===== config.mk =====
export PLATFORM = sky130hd
export DESIGN_NAME = inst_fetch
export DESIGN_NICKNAME = d
export VERILOG_FILES = /design/src/rtl/inst_fetch_pkg.sv /design/src/rtl/inst_fetch.sv
export SDC_FILE = /design/constraint.sdc
export NUM_CORES = 1
export LEC_CHECK = 0
export CAP_MARGIN = 20
export CORE_MARGIN = 3
export CORE_UTILIZATION = 40
export DETAILED_ROUTE_END_ITERATION = 16
export GPL_TIMING_DRIVEN = 0
export PLACE_DENSITY = 0.68
export SETUP_SLACK_MARGIN = 0.2
export SLEW_MARGIN = 20
export SYNTH_ARGS = -nofsm -noshare
export SYNTH_HDL_FRONTEND = slang
export SYNTH_SLANG_ARGS = --single-unit

===== constraint.sdc =====
create_clock -name clk -period 3.4 [get_ports clk]
set_input_delay 0.68 -clock clk [delete_from_list [all_inputs] [get_ports clk]]
set_output_delay 0.68 -clock clk [all_outputs]
set_load 0.005 [all_outputs]

===== src/rtl/inst_fetch_pkg.sv =====
// ---------------------------------------------------------------------------
// inst_fetch_pkg
//   Shared definitions for the RV32 front end: the canonical NOP encoding,
//   the fetch-stage state encoding, the base opcode constants used by decode,
//   and small helpers for redirect-target alignment.
// ---------------------------------------------------------------------------
package inst_fetch_pkg;

  // addi x0, x0, 0 -- the bubble presented to decode
  localparam logic [31:0] NOP = 32'h0000_0013;

  // Fetch-stage state encoding
  typedef enum logic [1:0] {
    RUN  = 2'd0,  // presenting the word on imem_rdata
    HOLD = 2'd1,  // presenting the captured word while stalled
    KILL = 2'd2   // discarding the in-flight fetch after a redirect/reset
  } fetch_state_e;

  // RV32I base opcodes (bits [6:0] of the instruction word)
  localparam logic [6:0] OPCODE_LUI      = 7'b011_0111;
  localparam logic [6:0] OPCODE_AUIPC    = 7'b001_0111;
  localparam logic [6:0] OPCODE_J_JAL    = 7'b110_1111;
  localparam logic [6:0] OPCODE_I_JALR   = 7'b110_0111;
  localparam logic [6:0] OPCODE_B_BRANCH = 7'b110_0011;
  localparam logic [6:0] OPCODE_I_LOAD   = 7'b000_0011;
  localparam logic [6:0] OPCODE_S_STORE  = 7'b010_0011;
  localparam logic [6:0] OPCODE_I_OPIMM  = 7'b001_0011;
  localparam logic [6:0] OPCODE_R_OP     = 7'b011_0011;
  localparam logic [6:0] OPCODE_MISC_MEM = 7'b000_1111;
  localparam logic [6:0] OPCODE_SYSTEM   = 7'b111_0011;

  // Force a redirect target onto a word boundary
  function automatic logic [31:0] word_align(input logic [31:0] addr);
    return {addr[31:2], 2'b00};
  endfunction

  // A redirect target with either low bit set is a misaligned target
  function automatic logic addr_misaligned(input logic [31:0] addr);
    return (addr[1:0] != 2'b00);
  endfunction

endpackage


===== src/rtl/inst_fetch.sv =====
// ---------------------------------------------------------------------------
// inst_fetch
//   Instruction-fetch stage. Owns the fetch PC, drives a synchronous
//   instruction memory with one cycle of read latency, and hands one
//   instruction per cycle (with its PC) to decode. Handles JAL redirects
//   from decode, taken-branch redirects from execute and the load-use stall.
//
// Ports
//   clk          in   pipeline clock
//   rst          in   synchronous active-high reset
//   stall        in   load-use stall: keep presenting the same instruction
//   ID_jmp_vld   in   JAL in decode this cycle
//   ID_jmp_addr  in   JAL offset, target = inst_pc + ID_jmp_addr
//   EX_jmp_vld   in   taken branch resolved in execute this cycle
//   EX_jmp_addr  in   absolute branch target
//   imem_addr    out  word address into instruction memory (from pc_f)
//   imem_rdata   in   instruction word, valid one cycle after imem_addr
//   inst         out  instruction to decode (NOP when a bubble)
//   inst_pc      out  PC of inst
//   inst_vld     out  0 when inst is an inserted bubble
//   misalign     out  sticky: some redirect target had bits [1:0] != 0
// ---------------------------------------------------------------------------
module inst_fetch
  import inst_fetch_pkg::*;
#(
  parameter logic [31:0] RESET_PC = 32'h0000_0000,
  parameter int          IMEM_AW  = 10
) (
  input  logic               clk,
  input  logic               rst,
  input  logic               stall,
  input  logic               ID_jmp_vld,
  input  logic [31:0]        ID_jmp_addr,
  input  logic               EX_jmp_vld,
  input  logic [31:0]        EX_jmp_addr,
  output logic [IMEM_AW-1:0] imem_addr,
  input  logic [31:0]        imem_rdata,
  output logic [31:0]        inst,
  output logic [31:0]        inst_pc,
  output logic               inst_vld,
  output logic               misalign
);

  // pc_f: address currently on imem_addr
  // pc_d: PC of the word that memory returns this cycle (and of inst)
  logic [31:0]  pc_f;
  logic [31:0]  pc_d;
  logic [31:0]  hold_q;
  fetch_state_e state;

  // JAL target is relative to the instruction decode is looking at, which
  // is always the one tagged pc_d (whether from memory or from hold_q).
  logic [31:0]  jal_target;

  // JAL target adder; wraps modulo 2^32
  always_comb begin
    jal_target = pc_d + ID_jmp_addr;
  end

  // The memory word address is a straight slice of the registered fetch PC,
  // so it wraps naturally within the memory.
  assign imem_addr = pc_f[IMEM_AW+1:2];
  assign inst_pc   = pc_d;

  // Decode-facing instruction mux. A branch resolved in execute kills the
  // word in this same cycle so a wrong-path instruction never enters decode.
  always_comb begin
    inst     = NOP;
    inst_vld = 1'b0;
    if (EX_jmp_vld) begin
      inst     = NOP;
      inst_vld = 1'b0;
    end else begin
      case (state)
        RUN: begin
          inst     = imem_rdata;
          inst_vld = 1'b1;
        end
        HOLD: begin
          inst     = hold_q;
          inst_vld = 1'b1;
        end
        KILL: begin
          inst     = NOP;
          inst_vld = 1'b0;
        end
        default: begin
          inst     = NOP;
          inst_vld = 1'b0;
        end
      endcase
    end
  end

  // Fetch FSM: PC registers, stall capture, redirect handling, sticky flag
  always_ff @(posedge clk) begin
    if (rst) begin
      pc_f     <= RESET_PC;
      pc_d     <= RESET_PC;
      hold_q   <= NOP;
      state    <= KILL;
      misalign <= 1'b0;
    end else if (EX_jmp_vld) begin
      // Execute redirect beats everything, including stall and JAL.
      pc_f  <= word_align(EX_jmp_addr);
      state <= KILL;
      if (addr_misaligned(EX_jmp_addr)) begin
        misalign <= 1'b1;
      end
    end else begin
      case (state)
        KILL: begin
          // The word arriving now belongs to the abandoned path; start the
          // new stream. stall and JAL cannot refer to a bubble.
          pc_d  <= pc_f;
          pc_f  <= pc_f + 32'd4;
          state <= RUN;
        end
        RUN: begin
          if (stall) begin
            // Capture the word now, because memory will move on to pc_f
            // next cycle; pc_f is left alone so that next word is still
            // waiting on imem_rdata when the stall releases.
            hold_q <= imem_rdata;
            state  <= HOLD;
          end else if (ID_jmp_vld) begin
            pc_f  <= word_align(jal_target);
            state <= KILL;
            if (addr_misaligned(jal_target)) begin
              misalign <= 1'b1;
            end
          end else begin
            pc_d <= pc_f;
            pc_f <= pc_f + 32'd4;
          end
        end
        HOLD: begin
          if (stall) begin
            state <= HOLD;
          end else if (ID_jmp_vld) begin
            pc_f  <= word_align(jal_target);
            state <= KILL;
            if (addr_misaligned(jal_target)) begin
              misalign <= 1'b1;
            end
          end else begin
            pc_d  <= pc_f;
            pc_f  <= pc_f + 32'd4;
            state <= RUN;
          end
        end
        default: begin
          state <= KILL;
        end
      endcase
    end
  end

endmodule


==> results.toml <==
[outcome]
status = "completed"

[final_layout]
stdcell_area_sq_mm = 0.00922
post-route-util_pct = 57.0
final_common_cell = "nand2_1"
fillers = 1572
final_cell_mix = "180 x nand2_1, 174 x clkdlybuf4s50_1, 136 x a21oi_1, 99 x dfxtp_1, 88 x nor2_1"
nets = 1253
area_delta_synth_final_pct = 37.3
diodes = 0
drive_above_1_share_pct = 6.77

[floorplan]
die_area_sq_mm = 0.0184
placementRows = 46
coreArea_sq_mm = 0.0162
start_util_pct = 41.5
io_pins = 177
die_y_microns = 136
die_w_microns = 136

[sta]
finalClockSkew_ns = 0.00503
finalCritPeriodShare_pct = 92.5
slew_viol_final = 0
slew_headroom_pct = 36.1
setup_violations = 0
finalHoldViolCount = 0
grt_setup_unrepaired = "yes"
period_needed_ns = 3.14
hold_slack_ns = 0.454
fmax_mhz = 318
worst_slew_pin_slew_ns = 0.955
setup_ws_ns = 0.256
setup_tns_ns = 0

[global_route]
use_met2_pct = 41.2
grt_overflow_total = 0
met1_usage_pct = 33.0
track_usage_pct = 25.2
grt_pass1_vias = 7142
grt_max_degree = 16
antenna_found_initial = 1
grtUsageMet3_pct = 5.87
top_usage_layer = "met2"
grt_pass1_wl_microns = 37000

[clock_network]
clockRootBuffer = "clkbuf_16"
clockBufferDepth = 2
clk_latency_ns = 0.35
ctsHtreeMaxLevel = 3
hold_buffers = 0
clk_pin_slew_ns = 0.07
cts_tree = "built"
cts_made_buffers = 9
cts.sinks = 99

[logic_synthesis]
yosysWarnings = 0
avgSynthCellArea_sq_um = 7.22
yosys-mux-area-fraction_pct = 5.31
synth_cell_types = 69
ys.flop_type = "dfxtp_1"
netlist_area_sq_mm = 0.00671
synthCells = 930
syn_nets = 1064
ys_seq_elements = 99
ys_seq_area_share_pct = 29.5
async_flop_share_pct = 0
synth_compound_area_share_pct = 26.6
synthSimpleGateAreaFrac_pct = 23.5
synth_fa_ha_area_share_pct = 6.26
synth_edf_count = 0
synth_top_family_by_area = "compound AO/OA/AOI/OAI gates"
synth_xor_area_share_pct = 3.65

[routing]
num_vias = 7466
routed_wl_microns = 23700
dr.first_iter.drc_count = 474
drc_errors = 0
via_per_inst = 5.58
routedWlPerCell_microns = 17.7
dr.pass1.iters = 5
final_antenna_net_count = 0

[hold_path]
hp-class = "reg2reg"

[placed_design]
dp_slack_ns = -0.666
dp.final_hpwl_microns = 17600
post_dp_cell_area_sq_mm = 0.00873
globalplace.congestion = 0.937
io_buffer_count = 175

[critical_path]
end_kind = "flop"
slowest_delay_ns = 0.41
startpoint_type = "input pin"
crit_path_max_fanout = 7
cp.arrival_ns = 3.42
required_ns = 3.67
slowest_stage = "clkdlybuf4s50_1"
cp_top_family = "simple AND/OR/NAND/NOR gates"
cp_cell_sequence = "clkdlybuf4s50_1 > ha_1 > buf_2 > nand3_1 > nor2_2 > a21oi_4 > o211ai_4 > o31ai_4 > o21ai_4 > mux2_4 > or3_1 > o211ai_1"
crit_type = "in2reg"
critPathBufInv = 2

[pwr]
p_seq_share_pct = 41.4
share_comb_of_total_power_pct = 23.5
power_switching_w = 0.000907
power_frac_clock_pct = 35.1
internal-power_w = 0.00216
swShare_pct = 29.6
power.leakage_nw = 3.40
ir_worst_vdd_uv = 232
power_density_mw_per_mm2 = 333

[job]
maxCapViolCount = 0
-- what timing repair did --
action	4_1_cts	5_1_grt
buffers inserted	3	0
resized for setup	18	27
cloned	0	0
pin swaps	7	4
endpoints found under the setup margin	21	39
-- power by group through the flow --
| stage | sequential [W] | combinational (W) | clock [W] |
|---|---|---|---|
| 2_1_floorplan | 0.00128 | 0.000376 | 0 |
| 3_3_place_gp | 0.00129 | 0.000684 | 0 |
| 3_5_place_dp | 0.00129 | 0.000687 | 0 |
| 4_1_cts | 0.00127 | 0.000702 | 0.00109 |
| 5_1_grt | 0.00128 | 0.000784 | 0.00114 |
| 6_report | 0.00127 | 0.000719 | 0.00108 |
-- worst paths after layout --
kind / cells past startpoint / endpoint / start / slack (ns)
setup / recovery: 12 / pc_f[29] / ID_jmp_addr[8] / 0.26
setup reg to reg: 11 / pc_f[29] / inst_pc[8] / 0.68
hold / removal: 2 / hold_q[8] / hold_q[8] / 0.45
hold reg to reg: 2 / hold_q[8] / hold_q[8] / 0.45
-- layout make-up --
class	count	area [sq um]	area share (%)
inverter	12	45.0	0.489
clock inverter	4	48.8	0.529
buffer	68	313	3.39
timing repair buffer	178	1770	19.2
clock buffer	11	253	2.74
tap	216	270	2.93
sequential	99	1980	21.5
multi-input combinational	751	4530	49.2
-- routing by layer --
layer  up-vias  routed length [microns]
met5         -                        7
met4         2                      606
met3        51                     2450
met2       351                    10700
met1      3388                     9980
li1       3674                        -
-- stage by stage --
step                      total power, W  cells
after floorplan                  0.00165    930
after global placement           0.00198   1321
after detailed placement         0.00198   1321
after CTS                        0.00306   1339
after global routing             0.00320   1339
final                            0.00307   1339
-- tightest hold or removal path: stages (launching register included) --
cell     delay [ns]
dfxtp_1        0.31
nand2_1        0.05
a21oi_1        0.05
-- sequential cells by signal (all words and copies together) (netlist names), named ones only --
register  count
hold_q       32
state         2
pc_f         30
misalign      1
inst_pc      32
-- cell families after synthesis --
logic type,after synthesis
AOI/OAI and AO/OA,296
xor gates and xnor gates,28
adders and majority gates,33
buffers and inverters,80
DFF,99
muxes,35
and+or+nand+nor,359
-- synthesized netlist by cell type (all sizes together), types with 2 or more instances --
cell type  number  area (sq um)
and2            2          15.0
nand2         181           679
nand4          11          98.8
nor4            3          18.8
a31oi          13          81.3
nor3           13          65.1
o2111ai         2          17.5
nor2b           5          31.3
nor2           94           363
mux2i          33           330
xnor2          11          96.3
clkbuf         50           189
o22ai          11          68.8
nand2b          4          25.0
or3             2          12.5
a21oi         139           699
o31ai           3          27.5
xor2           17           149
dfxtp          99          1980
ha             32           400
o21bai          6          45.0
and4            5          47.6
mux2            2          26.3
o21ai          50           258
a2111oi         3          26.3
buf            18           109
a211oi         13           103
a41oi           2          17.5
nand3          21           105
a211o           3          26.3
and3           12          75.1
or2             3          18.8
o21a            5          37.5
a21o           20           150
a221oi          8          70.1
o311ai          3          26.3
a21boi          2          15.0
inv            11          41.3
o211ai          5          42.5
Power figures use the tool's default switching activity.
